[src/rtl/riscv_pkg.sv]
// Shared load/store definitions: funct3 access-size codes and the LSU state type.
package riscv_pkg;

    // funct3 encodings of load/store size, shared with the decoder
    localparam logic [2:0] LDST_B  = 3'd0;
    localparam logic [2:0] LDST_H  = 3'd1;
    localparam logic [2:0] LDST_W  = 3'd2;
    localparam logic [2:0] LDST_BU = 3'd4;
    localparam logic [2:0] LDST_HU = 3'd5;

    typedef enum logic [1:0] {
        IDLE = 2'd0,
        BUSY = 2'd1,
        DONE = 2'd2
    } lsu_state_t;

endpackage

[src/rtl/riscv_lsu_align.sv]
// Combinational lane logic for the LSU: byte enables, store replication,
// misalignment detection on the request side, and load extraction/extension
// on the response side. Unlisted size codes (3/6/7) behave as word accesses.
module riscv_lsu_align
    import riscv_pkg::*;
(
    input  logic [2:0]  i_size,
    input  logic [1:0]  i_off,
    input  logic [31:0] i_wd,
    output logic [3:0]  o_be,
    output logic [31:0] o_wd,
    output logic        o_misaligned,
    input  logic [2:0]  i_ld_size,
    input  logic [1:0]  i_ld_off,
    input  logic [31:0] i_rd,
    output logic [31:0] o_ld_data
);

    logic [7:0]  w_byte;
    logic [15:0] w_half;

    // Request side: lane enables, replicated store data and alignment check
    always_comb begin
        o_be         = 4'b1111;
        o_wd         = i_wd;
        o_misaligned = 1'b0;
        case (i_size)
            LDST_B, LDST_BU: begin
                o_be = 4'b0001 << i_off;
                o_wd = {4{i_wd[7:0]}};
            end
            LDST_H, LDST_HU: begin
                o_be         = 4'b0011 << i_off;
                o_wd         = {2{i_wd[15:0]}};
                o_misaligned = i_off[0];
            end
            default: begin
                o_misaligned = (i_off != 2'b00);
            end
        endcase
    end

    // Response side: pick the addressed byte/half out of the memory word
    always_comb begin
        w_half = i_ld_off[1] ? i_rd[31:16] : i_rd[15:0];
        case (i_ld_off)
            2'd0:    w_byte = i_rd[7:0];
            2'd1:    w_byte = i_rd[15:8];
            2'd2:    w_byte = i_rd[23:16];
            default: w_byte = i_rd[31:24];
        endcase
    end

    // Response side: sign- or zero-extend according to the latched size
    always_comb begin
        case (i_ld_size)
            LDST_B:  o_ld_data = {{24{w_byte[7]}}, w_byte};
            LDST_BU: o_ld_data = {24'd0, w_byte};
            LDST_H:  o_ld_data = {{16{w_half[15]}}, w_half};
            LDST_HU: o_ld_data = {16'd0, w_half};
            default: o_ld_data = i_rd;
        endcase
    end

endmodule

[src/rtl/riscv_lsu.sv]
// Load/store unit controller: sequences one data-memory access per core
// request through IDLE -> BUSY -> DONE, stalling the core until the access
// completes, is rejected as misaligned, or is abandoned by the watchdog.
module riscv_lsu
    import riscv_pkg::*;
#(
    parameter int TIMEOUT = 255
) (
    input  logic        clk_i,
    input  logic        rst_n_i,
    input  logic        core_req_i,
    input  logic        core_we_i,
    input  logic [2:0]  core_size_i,
    input  logic [31:0] core_addr_i,
    input  logic [31:0] core_wd_i,
    output logic [31:0] core_rd_o,
    output logic        core_stall_req_o,
    output logic        misaligned_o,
    output logic        bus_err_o,
    output logic        mem_req_o,
    output logic        mem_we_o,
    output logic [3:0]  mem_be_o,
    output logic [31:0] mem_addr_o,
    output logic [31:0] mem_wd_o,
    input  logic [31:0] mem_rd_i,
    input  logic        mem_ready_i
);

    localparam int             CNT_W  = (TIMEOUT > 0) ? $clog2(TIMEOUT + 1) : 1;
    localparam bit             TMO_EN = (TIMEOUT != 0);
    // Count value seen in the TIMEOUT-th BUSY cycle (count starts at 0)
    localparam logic [CNT_W-1:0] CNT_LAST = TMO_EN ? CNT_W'(TIMEOUT - 1) : '0;

    lsu_state_t       r_state;
    lsu_state_t       w_state_nxt;
    logic [CNT_W-1:0] r_cnt;
    logic [2:0]       r_ld_size;
    logic [1:0]       r_ld_off;

    logic             w_launch;
    logic             w_abort_mis;
    logic             w_complete;
    logic             w_timeout;
    logic [3:0]       w_be;
    logic [31:0]      w_wd;
    logic             w_misaligned;
    logic [31:0]      w_ld_data;

    riscv_lsu_align u_align (
        .i_size       (core_size_i),
        .i_off        (core_addr_i[1:0]),
        .i_wd         (core_wd_i),
        .o_be         (w_be),
        .o_wd         (w_wd),
        .o_misaligned (w_misaligned),
        .i_ld_size    (r_ld_size),
        .i_ld_off     (r_ld_off),
        .i_rd         (mem_rd_i),
        .o_ld_data    (w_ld_data)
    );

    // The stall is released only while the access is retiring
    assign core_stall_req_o = core_req_i & (r_state != DONE);

    // FSM state register
    always_ff @(posedge clk_i or negedge rst_n_i) begin
        if (!rst_n_i) begin
            r_state <= IDLE;
        end else begin
            r_state <= w_state_nxt;
        end
    end

    // FSM next state and one-cycle action strobes; ready beats the watchdog
    always_comb begin
        w_state_nxt = r_state;
        w_launch    = 1'b0;
        w_abort_mis = 1'b0;
        w_complete  = 1'b0;
        w_timeout   = 1'b0;
        case (r_state)
            IDLE: begin
                if (core_req_i && w_misaligned) begin
                    w_abort_mis = 1'b1;
                    w_state_nxt = DONE;
                end else if (core_req_i) begin
                    w_launch    = 1'b1;
                    w_state_nxt = BUSY;
                end else begin
                    w_state_nxt = IDLE;
                end
            end
            BUSY: begin
                if (mem_ready_i) begin
                    w_complete  = 1'b1;
                    w_state_nxt = DONE;
                end else if (TMO_EN && (r_cnt == CNT_LAST)) begin
                    w_timeout   = 1'b1;
                    w_state_nxt = DONE;
                end else begin
                    w_state_nxt = BUSY;
                end
            end
            DONE: begin
                w_state_nxt = IDLE;
            end
            default: begin
                w_state_nxt = IDLE;
            end
        endcase
    end

    // Memory-side outputs, load result, watchdog counter and status pulses
    always_ff @(posedge clk_i or negedge rst_n_i) begin
        if (!rst_n_i) begin
            mem_req_o    <= 1'b0;
            mem_we_o     <= 1'b0;
            mem_be_o     <= 4'd0;
            mem_addr_o   <= 32'd0;
            mem_wd_o     <= 32'd0;
            core_rd_o    <= 32'd0;
            misaligned_o <= 1'b0;
            bus_err_o    <= 1'b0;
            r_cnt        <= '0;
            r_ld_size    <= 3'd0;
            r_ld_off     <= 2'd0;
        end else begin
            misaligned_o <= w_abort_mis;
            bus_err_o    <= w_timeout;
            if (w_launch) begin
                mem_req_o  <= 1'b1;
                mem_we_o   <= core_we_i;
                mem_be_o   <= w_be;
                mem_addr_o <= {core_addr_i[31:2], 2'b00};
                mem_wd_o   <= w_wd;
                r_ld_size  <= core_size_i;
                r_ld_off   <= core_addr_i[1:0];
                r_cnt      <= '0;
            end else if (w_complete || w_timeout) begin
                mem_req_o <= 1'b0;
            end else if (TMO_EN && (r_state == BUSY)) begin
                r_cnt <= r_cnt + CNT_W'(1);
            end
            if (w_complete && !mem_we_o) begin
                core_rd_o <= w_ld_data;
            end
        end
    end

endmodule
[config.mk]
export PLATFORM = sky130hd
export DESIGN_NAME = riscv_lsu
export DESIGN_NICKNAME = d
export VERILOG_FILES = /design/src/rtl/riscv_pkg.sv /design/src/rtl/riscv_lsu_align.sv /design/src/rtl/riscv_lsu.sv
export SDC_FILE = /design/constraint.sdc
export NUM_CORES = 1
export LEC_CHECK = 0
export BUFFER_PORTS_ARGS = -buffer_cell sky130_fd_sc_hd__buf_4
export CAP_MARGIN = 20
export CORE_UTILIZATION = 28
export CTS_BUF_LIST = sky130_fd_sc_hd__clkbuf_8
export CTS_CLUSTER_SIZE = 30
export DETAILED_ROUTE_END_ITERATION = 10
export GPL_ROUTABILITY_DRIVEN = 0
export SLEW_MARGIN = 20
export SYNTH_ARGS = -nofsm -noshare
export SYNTH_HDL_FRONTEND = slang
export SYNTH_SLANG_ARGS = --single-unit
[constraint.sdc]
create_clock -name clk_i -period 1.9 [get_ports clk_i]
set_clock_uncertainty 0.15 [all_clocks]
set_input_delay 0.38 -clock clk_i [delete_from_list [all_inputs] [get_ports clk_i]]
set_output_delay 0.38 -clock clk_i [all_outputs]
set_load 0.05 [all_outputs]
After elaboration in Yosys (flattened, before gate mapping)
Index checks and enable logic that the tools add are counted.
{"block": "word_totals", "output_inout_bits": 105, "input_bits": 104, "wordCells": 68, "reg_bits": 117}
{"block": "op_classes", "shifts": 2, "eq_ne": 12, "bitwise": 1, "mux": 26, "reduce_logical": 14, "add_sub_neg": 1}
{"op": "$pmux 32 s4", "n": 1}
{"op": "$pmux 32 s2", "n": 1}
{"op": "$mux 8", "n": 3}
{"op": "$pmux 8 s3", "n": 1}
{"op": "$mux 16", "n": 1}
{"op": "$mux 1", "n": 13}
{"op": "$eq 3x3->1 const B", "n": 4}
{"op": "$add 8x1->8 const B", "n": 1}
{"op": "$eq 8x8->1 const B", "n": 1}
{"op": "$pmux 4 s2", "n": 1}
{"op": "$eq 3x1->1 const B", "n": 2}
{"op": "$logic_not 3->1", "n": 2}
{"op": "$mux 2", "n": 3}
{"op": "$reduce_bool 2->1", "n": 3}
{"op": "$eq 2x1->1 const B", "n": 2}
{"op": "$logic_not 2->1", "n": 2}
{"op": "$ne 2x2->1 const B", "n": 2}
{"op": "$pmux 2 s2", "n": 1}
{"op": "$reduce_or 2->1", "n": 2}
{"op": "$shl 1x2->4 const A", "n": 1}
{"op": "$shl 2x2->4 const A", "n": 1}
{"op": "$eq 2x2->1 const B", "n": 1}
{"op": "$logic_and 1x1->1", "n": 2}
{"op": "$pmux 1 s2", "n": 1}
{"op": "4 further kinds", "n": 4}

Logic depth before layout (Yosys ltp)
{"block": "depth", "ltp_word": 8, "ltp_mapped": 7, "mapped_depth_nobuf": 6}

Modules after synthesis
From an unflattened synthesis, not the netlist that was laid out.
{"block": "hier_totals", "cells_unflattened": 626, "hier_area_um2": 6002.0}
{"mod": "riscv_lsu", "cells_each": 439, "instances": 1, "seq_area_each_um2": 2927.8, "area_per_inst_um2": 4598.2}
{"mod": "riscv_lsu_align", "cells_each": 187, "instances": 1, "seq_area_each_um2": 0.0, "area_per_inst_um2": 1403.8}

Worst setup path after synthesis
OpenSTA, ideal clock, no wires.
{"block": "synth_path", "path_kind": "register to output", "from": "register r_state[0]", "to": "output core_stall_req_o", "slack_ps": -197, "path_buffers": 0, "arrival_ps": 1567, "stages_incl_launch_ff": 3, "required_ps": 1370, "path_cell_list": "dfrtp_1 inv_1 a21boi_0"}
{"block": "synth_via", "elab_chain_len": 2}
{"item": "start, declared", "line": "riscv_lsu.sv:34", "rtl": "lsu_state_t r_state;"}
{"item": "start signal, assigned", "line": "riscv_lsu.sv:70", "rtl": "r_state <= w_state_nxt;"}
{"item": "$ne 2x2->1", "line": "riscv_lsu.sv:63", "rtl": "assign core_stall_req_o = core_req_i & (r_state != DONE);"}
{"item": "$and 1x1->1", "line": "riscv_lsu.sv:63"}
{"item": "end, declared", "line": "riscv_lsu.sv:17", "rtl": "output logic core_stall_req_o,"}
Every way passes these cells.

Final worst setup path
{"block": "layout_path", "from": "register r_state[1]", "to": "output core_stall_req_o"}
The elaborated chain is that of the path after synthesis.

==> summary.txt <==
number of rows in the core area -> 50
critical path endpoint category -> output pin
area post-placement -> 7360 sq um
post-synth top area cell -> sky130_fd_sc_hd__dfrtp_1
number of endpoints failing setup at the final stage -> 0
1st-pass router iterations -> 5
count leader, synth -> sky130_fd_sc_hd__nand2_1
via count -> 5024
arrival time reported for the critical path endpoint -> 1.30 ns
Longest Clk Path Bufs -> 2
result of the run -> completed
layout cells sized above 1 -> 0.335
aggregate negative setup slack -> 0 ns
number of cells produced by synthesis -> 575
final worst-path setup slack -> 0.0673 ns
post-route ant nets -> 0
kind of start point of the critical path -> flop
area added between synthesis and finish -> 50.8%
horizontal extent of the die -> 141 um
pwr/cell area -> 1630 nW/um^2
data required time at the worst endpoint -> 1.37 ns
CTS H-tree lvls -> 4
post-route clock period utilization -> 0.965
clk sinks -> 117
crit path time final -> 1.83 ns
static leakage -> 0.00409 uW
CTS Buf Count -> 17
post-detail-place hpwl -> 12400 um
clock insertion delay at the later pin of the skew report -> 0.42 ns
maximum number of pins on one net before global-route repair -> 48
die boundary height -> 141 um
post-route cell area -> 8110 sq um
net count of the finished layout -> 929
final hold violation count -> 0
area taken by flip-flops and latches -> 2930 sq um
share of synthesized registers carrying an async set or reset -> 1.00
Max IR drop VDD -> 890 uV
total met3 wirelength after detailed routing -> 1170 um
cell types occupying the most area after synthesis -> sky130_fd_sc_hd__dfrtp_1 (54%), sky130_fd_sc_hd__nand2_1 (12%), sky130_fd_sc_hd__mux2i_1 (4.7%)
IO buf count -> 206
aggregate routed wire length -> 17100 um
sequential area share after synthesis -> 0.544
number of flops mapped to enable cells by yosys -> 0
fill count -> 1902
critical path fanouts, max -> 7
number of global-route vias before repair -> 5101
overflow left after global routing -> 0
number of max-slew violations in the final report -> 0
amount of wire on met2 after detailed routing -> 8200 um
category of the most critical setup path -> flop to output pin
clock tree from TritonCTS -> yes
library cell used as clock root buffer -> sky130_fd_sc_hd__clkbuf_8
Multi-input gate area -> 2260 sq um
global-route wire length before repair -> 26800 um
Synth top area share -> 0.544
number of max-capacitance violations reported -> 0
iteration-0 DRC count of the detailed router -> 181
Ys Warns -> 0
Core Region -> 18800 sq um
worst hold path type -> input pin to flop
final antenna diode count -> 0
CTS clk-pin slew, worst paths -> 0.07 ns
total routing usage reported by global routing -> 0.177
post-layout total power -> 13200 uW
detailed-routing wirelength on met1 -> 7430 um
flop and latch count out of synthesis -> 117
number of vias per cell -> 4.70
maximum clock frequency -> 546 MHz
top-level port count -> 209
antenna violations before repair -> 0
top layer reached by signal wires -> met4
starting density of the core -> 0.287
area of the mapped netlist -> 5380 sq um
number of placed cells counting well taps -> 1002
drc violations -> 0
DP Worst Slack -> 0.0629 ns
top cells by count, synth -> sky130_fd_sc_hd__nand2_1 (173), sky130_fd_sc_hd__dfrtp_1 (117), sky130_fd_sc_hd__nand3_1 (36)
mean area per synthesized cell -> 9.35 sq um
non-filler cells in the finished layout -> 1070
wire length per cell after detailed routing -> 15.9 um
Most used DFF post-synth -> sky130_fd_sc_hd__dfrtp_1
count of different cell masters after synthesis -> 51
area of the die -> 19800 sq um
Post-CTS Setup Inserts -> 0
[logic make-up (layout without fill, tap and decap cells)]
group	after synthesis	count (layout)	synth area share
other cells	1	2	0.000697
fa+ha+maj	2	2	0.00465
simple gates	279	279	0.226
xor+xnor	3	3	0.00489
buf+inv	44	304	0.0391
mux	34	34	0.0675
flops	117	117	0.544
compound gates	95	95	0.112
[registers in the layout (all words and copies together) (netlist names)]
| name | cells |
|---|---|
| mem_req_o | 1 |
| misaligned_o | 1 |
| bus_err_o | 1 |
| r_ld_off | 2 |
| mem_we_o | 1 |
| mem_wd_o | 32 |
| r_state | 2 |
| core_rd_o | 32 |
| mem_addr_o | 30 |
| mem_be_o | 4 |
| r_cnt | 8 |
| r_ld_size | 3 |
[critical path: stages, from the launching register on]
cell	delay, ns
sky130_fd_sc_hd__dfrtp_1	0.44
sky130_fd_sc_hd__a21boi_1	0.24
sky130_fd_sc_hd__buf_6	0.20
[stage by stage]
step | hold slack (ns) | util
CTS | 0.0000294 | 0.431
global route | 0.00191 | 0.432
global placement | 0.143 | 0.392
finish | 0.0336 | 0.432
floorplan | -0.0656 | -
detailed placement | 0.144 | 0.392
[what timing repair did]
item | 4_1_cts | 5_1_grt
hold endpoints to repair | 60 | 0
hold buffers | 36 | 0
setup endpoints to repair | 0 | 3
gates resized for setup | 0 | 3
[metal layers]
metal	up-vias	global-route usage
met5	-	0
met2	179	0.296
li1	2444	-
met4	0	0.0521
met3	15	0.0615
met1	2386	0.214
[where the power goes]
part,internal (uW),switching [uW]
Clock,1210,1010
Sequential,3440,613
Combinational,2180,4780
[area by class of cell]
class                   instances  area share
clock buffers                  19      0.0323
clock inverters                13      0.0144
inverters                       6     0.00278
multi-input cells             415       0.278
flip-flops and latches        117       0.361
well taps                     234      0.0361
repair buffers                266       0.275
[cell usage in the layout, fill, tap and decap left out, types with 2 or more instances in the layout]
cell,n
sky130_fd_sc_hd__nor3_1,3
sky130_fd_sc_hd__xor2_1,3
sky130_fd_sc_hd__clkinvlp_4,2
sky130_fd_sc_hd__a31oi_1,3
sky130_fd_sc_hd__dlygate4sd3_1,36
sky130_fd_sc_hd__o22ai_1,10
sky130_fd_sc_hd__nand3_1,36
sky130_fd_sc_hd__dfrtp_1,116
sky130_fd_sc_hd__inv_1,9
sky130_fd_sc_hd__and4bb_2,2
sky130_fd_sc_hd__nand2b_1,2
sky130_fd_sc_hd__mux2_2,8
sky130_fd_sc_hd__nand2_1,173
sky130_fd_sc_hd__ha_1,2
sky130_fd_sc_hd__buf_4,218
sky130_fd_sc_hd__bufinv_16,2
sky130_fd_sc_hd__clkbuf_8,19
sky130_fd_sc_hd__conb_1,2
sky130_fd_sc_hd__a2bb2oi_1,7
sky130_fd_sc_hd__a22oi_1,7
sky130_fd_sc_hd__nor2_1,34
sky130_fd_sc_hd__buf_12,11
sky130_fd_sc_hd__and2_1,7
sky130_fd_sc_hd__nand3b_1,8
sky130_fd_sc_hd__a21o_1,2
sky130_fd_sc_hd__o21ai_0,30
sky130_fd_sc_hd__and3_1,4
sky130_fd_sc_hd__mux2i_1,25
sky130_fd_sc_hd__a21oi_1,22
sky130_fd_sc_hd__clkinv_2,6
[final timing paths]
path                                    start               end  slack [ns]  depth (start not counted)
worst max-delay path               r_state[1]  core_stall_req_o        0.07                          2
worst min-delay path            core_wd_i[27]      mem_wd_o[27]        0.03                          3
worst max register to register    r_ld_off[1]     core_rd_o[10]        0.09                          3
worst min register to register    mem_wd_o[0]       mem_wd_o[0]        0.32                          2
max in group asynchronous             rst_n_i      core_rd_o[2]        0.74                          3
min in group asynchronous             rst_n_i      misaligned_o        0.24                          2
Note: power is estimated with default switching activity, not from simulation.
